$ cat src/rtl/systolic_skew_feeder_pkg.sv
// systolic_skew_feeder_pkg: shared operand width, array size, lane scalar type and feeder FSM states
//   single_t       : fp32 bit pattern carried through unchanged
//   scalar_t       : one edge-port lane, {data, valid}
//   feeder_state_e : tile sequencing states
package systolic_skew_feeder_pkg;
    localparam int SINGLE_W      = 32;
    localparam int SYS_ARRAY_LEN = 4;
    typedef logic [SINGLE_W-1:0] single_t;
    typedef struct packed {
        single_t data;
        logic    valid;
    } scalar_t;
    typedef enum logic [2:0] {
        ST_IDLE,
        ST_CLEAR,
        ST_FEED,
        ST_DRAIN,
        ST_WAIT
    } feeder_state_e;
endpackage

$ cat src/rtl/systolic_skew_feeder_delay.sv
// skew_delay_line: DEPTH-stage shift register of lane scalars; shifts every cycle
//   clk, rst_n : clock, asynchronous active-low reset (clears every stage)
//   d          : lane scalar entering stage 0
//   q          : lane scalar leaving the last stage
module skew_delay_line
    import systolic_skew_feeder_pkg::*;
#(
    parameter int DEPTH = 1
) (
    input  logic    clk,
    input  logic    rst_n,
    input  scalar_t d,
    output scalar_t q
);
    scalar_t [DEPTH-1:0] sr;

    always_ff @(posedge clk or negedge rst_n) begin
        if (!rst_n) begin
            sr <= '0;
        end else begin
            sr[0] <= d;
            for (int s = 1; s < DEPTH; s++) sr[s] <= sr[s-1];
        end
    end

    assign q = sr[DEPTH-1];
endmodule

$ cat src/rtl/systolic_skew_feeder.sv
// systolic_skew_feeder: sequences one systolic tile and feeds K-slices onto the array edges with diagonal skew
//   clk, rst_n      : clock, asynchronous active-low reset (aborts a tile, no done)
//   start, k_len    : begin a tile of k_len slices; sampled in IDLE only
//   in_valid/ready  : slice handshake; a_col = A[.][k], b_row = B[k][.]
//   row, column     : skewed {data, valid} lanes to the array edges
//   clear           : one-cycle accumulator clear at tile start
//   array_ready     : array has finished accumulating
//   busy, done      : tile in progress; one-cycle completion pulse
module systolic_skew_feeder
    import systolic_skew_feeder_pkg::*;
#(
    parameter int N   = SYS_ARRAY_LEN,
    parameter int K_W = 16
) (
    input  logic                 clk,
    input  logic                 rst_n,
    input  logic                 start,
    input  logic [K_W-1:0]       k_len,
    input  logic                 in_valid,
    output logic                 in_ready,
    input  single_t [N-1:0]      a_col,
    input  single_t [N-1:0]      b_row,
    output scalar_t [N-1:0]      row,
    output scalar_t [N-1:0]      column,
    output logic                 clear,
    input  logic                 array_ready,
    output logic                 busy,
    output logic                 done
);
    feeder_state_e     state, state_nx;
    logic [K_W-1:0]    cnt, k_last;
    logic              xfer, zero_done;
    scalar_t [N-1:0]   row_in, col_in;

    assign xfer = in_valid && in_ready;

    always_ff @(posedge clk or negedge rst_n) begin
        if (!rst_n) state <= ST_IDLE;
        else        state <= state_nx;
    end

    // cnt counts transfers in FEED and bubble cycles in DRAIN; it restarts on every state change
    always_comb begin
        state_nx = state;
        case (state)
            ST_IDLE:  state_nx = (start && k_len != '0) ? ST_CLEAR : ST_IDLE;
            ST_CLEAR: state_nx = ST_FEED;
            ST_FEED:  state_nx = (xfer && cnt == k_last) ? ST_DRAIN : ST_FEED;
            ST_DRAIN: state_nx = (cnt == K_W'(N - 2)) ? ST_WAIT : ST_DRAIN;
            ST_WAIT:  state_nx = array_ready ? ST_IDLE : ST_WAIT;
            default:  state_nx = ST_IDLE;
        endcase
    end

    always_comb begin
        in_ready = state == ST_FEED;
        busy     = state != ST_IDLE;
        done     = (state == ST_WAIT && array_ready) || zero_done;
    end

    // a zero-length tile never leaves IDLE; its done comes from a one-cycle flag instead
    always_ff @(posedge clk or negedge rst_n) begin
        if (!rst_n) begin
            cnt       <= '0;
            k_last    <= '0;
            clear     <= 1'b0;
            zero_done <= 1'b0;
        end else begin
            cnt       <= (state_nx != state) ? '0 : (xfer || state == ST_DRAIN) ? cnt + 1'b1 : cnt;
            k_last    <= (state == ST_IDLE && start) ? k_len - 1'b1 : k_last;
            clear     <= state == ST_IDLE && start && k_len != '0;
            zero_done <= state == ST_IDLE && start && k_len == '0;
        end
    end

    // non-transfer cycles push zero bubbles so invalid lanes always read {0, 0}
    for (genvar i = 0; i < N; i++) begin : g_lane
        assign row_in[i] = xfer ? {a_col[i], 1'b1} : '0;
        assign col_in[i] = xfer ? {b_row[i], 1'b1} : '0;
        skew_delay_line #(.DEPTH(i + 1)) u_row (
            .clk   (clk),
            .rst_n (rst_n),
            .d     (row_in[i]),
            .q     (row[i])
        );
        skew_delay_line #(.DEPTH(i + 1)) u_col (
            .clk   (clk),
            .rst_n (rst_n),
            .d     (col_in[i]),
            .q     (column[i])
        );
    end
endmodule

$ cat config.mk
export PLATFORM = sky130hd
export DESIGN_NAME = systolic_skew_feeder
export DESIGN_NICKNAME = d
export VERILOG_FILES = /design/src/rtl/systolic_skew_feeder_pkg.sv /design/src/rtl/systolic_skew_feeder_delay.sv /design/src/rtl/systolic_skew_feeder.sv
export SDC_FILE = /design/constraint.sdc
export NUM_CORES = 1
export LEC_CHECK = 0
export ABC_AREA = 1
export BUFFER_PORTS_ARGS = -buffer_cell sky130_fd_sc_hd__buf_2
export CORE_UTILIZATION = 45
export DETAILED_ROUTE_END_ITERATION = 8
export PLACE_DENSITY = 0.81
export SLEW_MARGIN = 20
export SYNTH_ARGS = -nofsm -noshare
export SYNTH_HDL_FRONTEND = slang
export SYNTH_SLANG_ARGS = --single-unit
$ cat constraint.sdc
create_clock -name clk -period 2.36 [get_ports clk]
set_clock_uncertainty 0.05 [all_clocks]
set_input_delay 0.59 -clock clk [delete_from_list [all_inputs] [get_ports clk]]
set_output_delay 0.59 -clock clk [all_outputs]
set_load 0.02 [all_outputs]
After elaboration in Yosys (flattened, before gate mapping)
Index checks and enable logic that the tools add are counted.
Storage, ports and cells
  flip-flop bits (word level): 697
  input port bits: 277
  logic and storage cells: 83
Operators by class
  add/sub/neg operators: 2
  equality and inequality tests: 7
  mux-type cells: 15
  reductions and logical operators: 14
Operator list (count)
  2-to-1 mux 33 bit: 8
  2-to-1 mux 16 bit: 2
  adder 16 x 1 -> 16 bit, second input constant: 1
  == test 16 bit: 1
  == test 16 x 2 -> 1 bit, second input constant: 1
  logical NOT 16 bit: 1
  nonzero test 16 bit: 1
  subtractor 16 x 1 -> 16 bit, second input constant: 1
  one-hot mux 3 bit (5 select lines): 1
  logical AND 1 bit: 7
  == test 3 x 2 -> 1 bit, second input constant: 2
  2-to-1 mux 3 bit: 2
  == test 3 x 1 -> 1 bit, second input constant: 1
  == test 3 bit, second input constant: 1
  logical NOT 3 bit: 1
  != test 3 bit: 1
  nonzero test 3 bit: 1
  logical OR 1 bit: 2
  2-to-1 mux 1 bit: 2
  nonzero test 2 bit: 1

Depth between registers and ports, before layout
Gate-level depths: netlist (run 1).
  depth in word-level cells: 7
  mapped depth: 13
  mapped depth without buffers: 12

By module
From an unflattened synthesis (run 1), not the netlist that was laid out.
Unflattened totals
  cell total of the unflattened synthesis: 1764
  area, all modules: 22698.0 um2
By module, submodules not included
  skew_delay_line at g_lane[3].u_col ...: instances 2, cells each 165, area each 3550.9 um2, sequential area each 3303.2 um2
  skew_delay_line at g_lane[2].u_col ...: instances 2, cells each 132, area each 2725.1 um2, sequential area each 2477.4 um2
  systolic_skew_feeder: instances 1, cells each 906, area each 4695.8 um2, sequential area each 925.9 um2
  skew_delay_line at g_lane[1].u_col ...: instances 2, cells each 99, area each 1899.3 um2, sequential area each 1651.6 um2
  skew_delay_line at g_lane[0].u_col ...: instances 2, cells each 33, area each 825.8 um2, sequential area each 825.8 um2

Least setup slack after synthesis (run 1)
No wires, ideal clock.
  kind: input-to-reg
  start: in k_len[0]
  end: reg cnt[11]
  data arrival time: 1762 ps
  path slack: 479 ps
  stages: 13
  cell sequence: inv_1 > ha_1 > nand2_2 > nor2_4 > nand2_1 > nand2_2 > nand2_2 > clkinv_2 > nand3_2 > nand2_2 > nand2_4 > buf_12 > nor2_2
Between the ends
  longest elaborated chain between the ends: 6
  elaborated cells between the ends (all ways): 7
  classes of those cells: eq/ne (1); mux (3); reduce/logical (3)
Ends and longest elaborated chain
  from (decl): line systolic_skew_feeder.sv:18  | input logic [K_W-1:0] k_len,
  nonzero test 16 bit *: line systolic_skew_feeder.sv:46  | ST_IDLE: state_nx = (start && k_len != '0) ? ST_CLEAR : ST_IDLE;
  logical AND 1 bit *: line systolic_skew_feeder.sv:46
  2-to-1 mux 1 bit *: line systolic_skew_feeder.sv:46
  one-hot mux 3 bit (5 select lines) *: line systolic_skew_feeder.sv:45  | case (state)
  != test 3 bit *: line systolic_skew_feeder.sv:69  | cnt <= (state_nx != state) ? '0 : (xfer || state == ST_DRAIN) ? cnt + 1'b1 : cnt;
  2-to-1 mux 16 bit or nonzero test 2 bit (tied branches)
  to (signal assigned): line systolic_skew_feeder.sv:69
  to (decl): line systolic_skew_feeder.sv:31  | logic [K_W-1:0] cnt, k_last;
Every way passes the cells marked *; elsewhere a longest branch is shown, timed or not.
A chain may end at the register's enable or synchronous reset.

Final worst setup path (run 1)
  start: reg state[1]
  end: out done
Between the ends
  longest elaborated chain between the ends: 3
Ends and longest elaborated chain
  from (decl): line systolic_skew_feeder.sv:30  | feeder_state_e state, state_nx;
  from (signal assigned): line systolic_skew_feeder.sv:39  | else state <= state_nx;
  == test 3 bit: line systolic_skew_feeder.sv:58  | done = (state == ST_WAIT && array_ready) || zero_done;
  logical AND 1 bit: line systolic_skew_feeder.sv:58
  logical OR 1 bit: line systolic_skew_feeder.sv:58
  to (decl): line systolic_skew_feeder.sv:28  | output logic done
Every way passes these cells.

==> key figures, run 1 <==
STA
  • Min Hold Slack: 0.1560 ns
  • Setup ws final: 0.1191 ns
  • Worst slew pin tran: 0.7876 ns
  • Minimum clock period: 2.241 ns
  • Hold Vio Cnt, Final: 0
  • Final Cycle Share: 0.9495
  • Fmax: 446.3 MHz
  • Worst rel slew slack: 0.4749
  • Setup TNS Final: 0 ns
  • RSZ-0062 raised after global routing: false
  • Final setup violation count: 0
  • Count of pins over their slew limit: 0

Run
  • Max Cap Viol: 0

Min path
  • Worst hold path type: in -> reg
  • Min-delay src: a_col[36]
  • Hold endpoint: g_lane[1].u_row.sr[5]
  • WHS Path Cells: 3

Run status
  • Outcome: complete, no violations

Setup path
  • Crit path max-delay cell type: dfrtp_1
  • Critical Path Start: state[1]
  • R2R setup slack: 0.45 ns
  • Reg2Reg Depth: 9
  • R2R Path Start: state[0]
  • Worst r2r dst: cnt[4]
  • Worst setup EP type: primary output
  • Critical path's largest stage delay: 0.48 ns
  • Crit-path cells: nor2_4 -> nand2_1 -> o21bai_1 -> buf_2
  • CP required: 1.72 ns
  • CP Class: reg -> out
  • Startpoint Class: register
  • Critical path peak fanout: 5
  • Worst Path Arrival: 1.60 ns

Die
  • Core Rows: 81
  • Die Ht: 224.6 um
  • I/O pin count: 545
  • Core area: 0.04895 mm2
  • Die area: 0.05045 mm2
  • Initial Util: 0.4556
  • Die X: 224.6 um

Detailed routing
  • Drt drc: 0
  • Wirelength per Cell: 15.71 um
  • Vias: 12307
  • Antenna Nets Post-Route: 0
  • DRT iter0 DRCs: 830
  • DRT Pass-1 Iters: 5
  • Total wire length: 45.03 mm
  • Via density: 4.294

GRT
  • Overall Global Routing Usage: 0.1780
  • Vias in the first global route: 13209
  • Initial antenna violation count: 12
  • Largest net degree at the start of global routing: 151
  • Global-route wire length before repair: 68.66 mm
  • Gr ovfl total: 0

Synth
  • Synth Warn #: 0
  • Netlist cell types: 34
  • Synth async-reset ratio: 1.000
  • Avg Cell Area, Syn: 12.80 um2
  • Post-Syn Area: 0.02230 mm2
  • Post-Syn Nets: 2022
  • Post-synth EDFFs: 0
  • Yosys top cell by area: dfrtp_1
  • Main flop type after synthesis: dfrtp_1
  • Post-Syn Instances: 1742
  • Sequential area share after synthesis: 0.7642
  • Share of the synthesized area in the top cell type: 0.7642
  • Synth Register Bits: 681
  • Top cells by area, synth: dfrtp_1, buf_4, nor2_1

Placement
  • Dpl ws: 0.1545 ns
  • RD Place Congestion: 0.8739
  • # port buffers: 544
  • HPWL Detailed: 30.37 mm

Clocking
  • CTS Buf Count: 68
  • Clk pin slew, worst setup/hold paths: 0.06 ns
  • Sink Count: 681
  • Clk root buf: clkbuf_16
  • Later-pin clock latency in the skew report: 0.58 ns
  • H-tree depth: 3
  • CTS tree: done
  • CTS Buffer Depth: 3

Finish
  • Register area: 0.01704 mm2
  • Most frequent cells in the layout: dfrtp_1, buf_2, nor2_1, inv_1, nand2_1
  • Layout cells sized above 1: 0.3307
  • Finished Core Util: 0.5458
  • Area occupied by multi-input gates: 0.002424 mm2
  • Filler cells: 3818
  • Area delta synth->final: 19.81%
  • Most common cell after layout, fill and taps aside: dfrtp_1
  • # nets final: 2421

Power
  • Pleak: 0.01558 uW
  • Pwr Density: 1106 mW/mm2
  • Worst VDD drop: 721.4 uV
-- worst max path at each step --
stage / to / slack [ns] / cells after the start
after floorplan: cnt[11] / 0.48 / 13
after global placement: cnt[2] / 0.26 / 13
after detailed placement: cnt[3] / 0.15 / 13
after CTS: done / 0.02 / 4
after global routing: done / 0.002 / 4
final: done / 0.12 / 4
-- area by class of cell --
cell class | instances | share of cell area
tap | 664 | 0.03110
sequential | 681 | 0.6379
antenna | 10 | 0.0009366
timing repair buffer | 564 | 0.1131
inverter | 306 | 0.04304
multi-input combinational | 520 | 0.09071
clock inverter | 20 | 0.008008
clock buffer | 101 | 0.07517
-- metrics by stage --
step                cells  power, uW  cell area, um2
finish               2866      29560           26720
CTS                  2856      29900           26690
global placement     2734      18910           24450
global route         2863      30860           26710
detailed placement   2734      19200           24450
floorplan            1742      18050           22300
-- flip-flops by register name (all words and copies together), names as in the netlist --
register / flops
k_last: 16
state: 3
g_lane.u_row.sr: 192
g_lane.u_row.q: 128
g_lane.u_col.sr: 192
cnt: 16
g_lane.u_col.q: 132
zero_done: 1
clear: 1
-- power breakdown --
part           switching [uW]  internal (uW)
sequential                743          13700
clock                    4390           6170
combinational            3210           1320
-- worst max-delay path: cells and delay by family, from the launching register on --
family | cells | cell delay, ns
AO/OA/AOI/OAI | 1 | 0.12
buffers and inverters | 1 | 0.18
AND/OR/NAND/NOR | 2 | 0.24
flip-flops | 1 | 0.48
-- logic make-up (layout without fill, tap and decap cells) --
logic type | after synthesis | in the layout | synth area share
XOR/XNOR | 19 | 19 | 0.007462
AND/OR/NAND/NOR | 469 | 469 | 0.09123
flip-flops | 681 | 681 | 0.7642
buffers and inverters | 541 | 991 | 0.1278
AO/OA/AOI/OAI | 29 | 29 | 0.007686
adder cells (fa/ha/maj) | 3 | 3 | 0.001683
other | 0 | 10 | 0
-- synthesized netlist by cell type (5+ instances only) --
master	instances
dfrtp_1	681
nor2_2	13
buf_2	28
buf_4	200
nor3_1	5
xnor2_1	10
nor2_1	296
xor2_1	9
nand3_1	22
o21ai_1	5
o21ai_0	14
nor2_4	9
inv_1	291
nand4_1	9
nand2_1	93
nand2_2	7
inv_2	14
-- repair_timing --
item / 4_1_cts / 5_1_grt
setup buffers: 0 / 0
hold buffers: 1 / 0
endpoints found under the setup margin: 0 / 1
hold endpoints to repair: 29 / 0
resized for setup: 0 / 2
-- routing by layer --
layer | track usage | share of wire | vias up
met1 | 0.1997 | 0.37 | 6123
met4 | 0.08624 | 0.034 | 2
met5 | 0 | 0.00029 | -
li1 | - | - | 5679
met3 | 0.05225 | 0.062 | 104
met2 | 0.3099 | 0.53 | 399
(Power assumes the default switching activity.)
==> inputs of run 2 (changes only) <==
--- a/config.mk
+++ b/config.mk
@@ -6,10 +6,11 @@
 export NUM_CORES = 1
 export LEC_CHECK = 0
 export ABC_AREA = 1
-export BUFFER_PORTS_ARGS = -buffer_cell sky130_fd_sc_hd__buf_2
-export CORE_UTILIZATION = 45
+export BUFFER_PORTS_ARGS = -buffer_cell sky130_fd_sc_hd__buf_4
+export CAP_MARGIN = 20
+export CORE_UTILIZATION = 25
 export DETAILED_ROUTE_END_ITERATION = 8
-export PLACE_DENSITY = 0.81
+export PLACE_DENSITY = 0.55
 export SLEW_MARGIN = 20
 export SYNTH_ARGS = -nofsm -noshare
 export SYNTH_HDL_FRONTEND = slang
==> key figures, run 2 (synthesized netlist as in run 1, its figures left out) <==
Power
  • Combinational power share: 0.167 (+0.014)
  • Pwr Density: 1070 mW/mm2 (-3.3%)
  • Internal power: 22530 uW (+6.2%)
  • Switching component of the power: 8631 uW (+3.5%)
  • Clock share of power: 0.371 (+0.014)
  • Pleak: 0.01606 uW (+3.1%)
  • Worst VDD drop: 617.9 uV (-14%)
  • Sequential share of power: 0.462 (-0.028)
  • Switching Share: 0.2770 (-0.005093)

Clocking
  • Clk root buf: clkbuf_16
  • Sink Count: 681 (unchanged)
  • CTS Buffer Depth: 3 (unchanged)
  • H-tree depth: 3 (unchanged)
  • CTS tree: done
  • Later-pin clock latency in the skew report: 0.61 ns (+0.03 ns)
  • Post-CTS Setup Inserts: 0 (unchanged)
  • CTS Buf Count: 74 (+8.8%)
  • Clk pin slew, worst setup/hold paths: 0.06 ns (about the same)

Detailed routing
  • DRT Pass-1 Iters: 4 (-1)
  • Drt drc: 0 (unchanged)
  • Total wire length: 46.72 mm (+3.7%)
  • Via density: 3.500 (-18%)
  • DRT iter0 DRCs: 390 (-53%)
  • Vias: 11852 (-3.7%)
  • Wirelength per Cell: 13.80 um (-12%)
  • Antenna Nets Post-Route: 0 (unchanged)

Die
  • Core Rows: 109 (+35%)
  • Die Ht: 300.7 um (+34%)
  • Die X: 300.7 um (+34%)
  • Core area: 0.08837 mm2 (+81%)
  • Die area: 0.09040 mm2 (+79%)
  • I/O pin count: 545 (unchanged)
  • Initial Util: 0.2523 (-0.2032)

Setup path
  • Worst r2r dst: cnt[4]
  • Critical Path Start: state[0]
  • Crit path to: done
  • Reg2Reg Depth: 9 (unchanged)
  • Critical path peak fanout: 4 (-1)
  • Worst Path Arrival: 1.61 ns (about the same)
  • R2R Path Start: state[0]
  • CP Class: reg -> out
  • Worst setup EP type: primary output
  • R2R setup slack: 0.50 ns (+0.05 ns)
  • CP required: 1.72 ns (about the same)
  • Startpoint Class: register

Finish
  • Layout cells sized above 1: 0.3390 (+0.008288)
  • Most frequent cells in the layout: dfrtp_1, buf_4, nor2_1, inv_1, nand2_1
  • ANT cells: 0 (-10)
  • Finished Core Util: 0.3295 (-0.2163)
  • Most common cell after layout, fill and taps aside: dfrtp_1
  • Area delta synth->final: 30.57%
  • # nets final: 2442 (+0.87%)

STA
  • RSZ-0062 raised after global routing: false
  • Worst slew pin tran: 0.6255 ns (-0.1621 ns)
  • Setup TNS Final: 0 ns (unchanged)
  • Final Cycle Share: 0.9520 (+0.002472)
  • Worst rel slew slack: 0.5830 (+0.1081)
  • Hold Vio Cnt, Final: 0 (unchanged)
  • Final setup violation count: 0 (unchanged)
  • Count of pins over their slew limit: 0 (unchanged)
  • Fmax: 445.1 MHz (-0.26%)
  • Minimum clock period: 2.247 ns (+0.005833 ns)

GRT
  • Global-route wire length before repair: 71.01 mm (+3.4%)
  • Initial antenna violation count: 4 (-8)
  • Gr ovfl total: 0 (unchanged)
  • Overall Global Routing Usage: 0.1025 (-0.07541)
  • Largest net degree at the start of global routing: 86 (-43%)
  • Vias in the first global route: 12295 (-6.9%)

Placement
  • RD Place Congestion: 0.7893 (-9.7%)
  • HPWL Detailed: 33.40 mm (+10%)
  • # port buffers: 544 (unchanged)

Run status
  • Outcome: complete, no violations

Min path
  • Worst hold path type: in -> reg

Run
  • Max Cap Viol: 0 (unchanged)
-- run 2: cell count changes in the layout (fill, tap and decap cells not counted), moves of 3 or more --
cell       previous run  this run
clkbuf_8             14        17
diode_2              10         0
clkbuf_16            70        74
buf_12               11        15
buf_4                 8       562
buf_2               543         0
-- run 2: final cells by class --
cell class / count / area, um2
repair buffers: 579 / 4544
clock buffers: 109 / 2153
inverters: 306 / 1150
clock inverters: 26 / 346.6
flip-flops and latches: 681 / 17040
fillers: 8776 / 59260
well taps: 1165 / 1458
multi-input cells: 520 / 2424
-- run 2: layer usage --
metal	track usage	vias to the layer above	share of wire
met5	0	-	0.00045
met4	0.04496	4	0.027
met3	0.02792	79	0.064
met2	0.1704	299	0.50
met1	0.1244	5756	0.41
li1	-	5714	-
-- run 2: worst max-delay path: stages, from the launching register on --
cell,delay [ns]
dfrtp_1,0.47
nor2_4,0.16
nand2_1,0.07
o21bai_1,0.14
buf_4,0.17
-- run 2: stage by stage --
stage               hold slack (ns)  worst slack, ns  power [uW]  std cells  instance area (um2)
global route                 0.1034         0.006353       32790       3386                29120
finish                       0.1369           0.1133       31160       3386                29120
global placement             0.2811           0.1853       19850       3250                26600
floorplan                    0.2444           0.4794       18050       1742                22300
detailed placement           0.2847           0.1293       19950       3250                26600
CTS                         0.07368          0.03015       31780       3386                29110
-- run 2: timing repair --
item	CTS	global route
hold endpoints to repair	27	0
endpoints found under the setup margin	0	1
resized for setup	0	2
hold buffers	1	0
-- run 2: worst min path at each step --
stage                                 startpoint                      to  cells after the start
after detailed placement  g_lane[1].u_col.sr[16]   g_lane[1].u_col.q[16]                      0
after global placement    g_lane[2].u_row.sr[65]   g_lane[2].u_row.q[32]                      0
after floorplan                            rst_n                   clear                      0
after CTS                              b_row[92]  g_lane[2].u_col.sr[29]                      3
after global routing                   a_col[15]   g_lane[0].u_row.q[16]                      3
final                                  b_row[27]   g_lane[0].u_col.q[28]                      3
-- run 2: power by group through the flow --
stage,Sequential (uW),Clock (uW),Combinational [uW]
after floorplan,14600,0,3410
after global placement,14600,0,5290
after detailed placement,14600,0,5330
after CTS,14400,12000,5350
after global routing,14600,12500,5720
final,14400,11600,5210
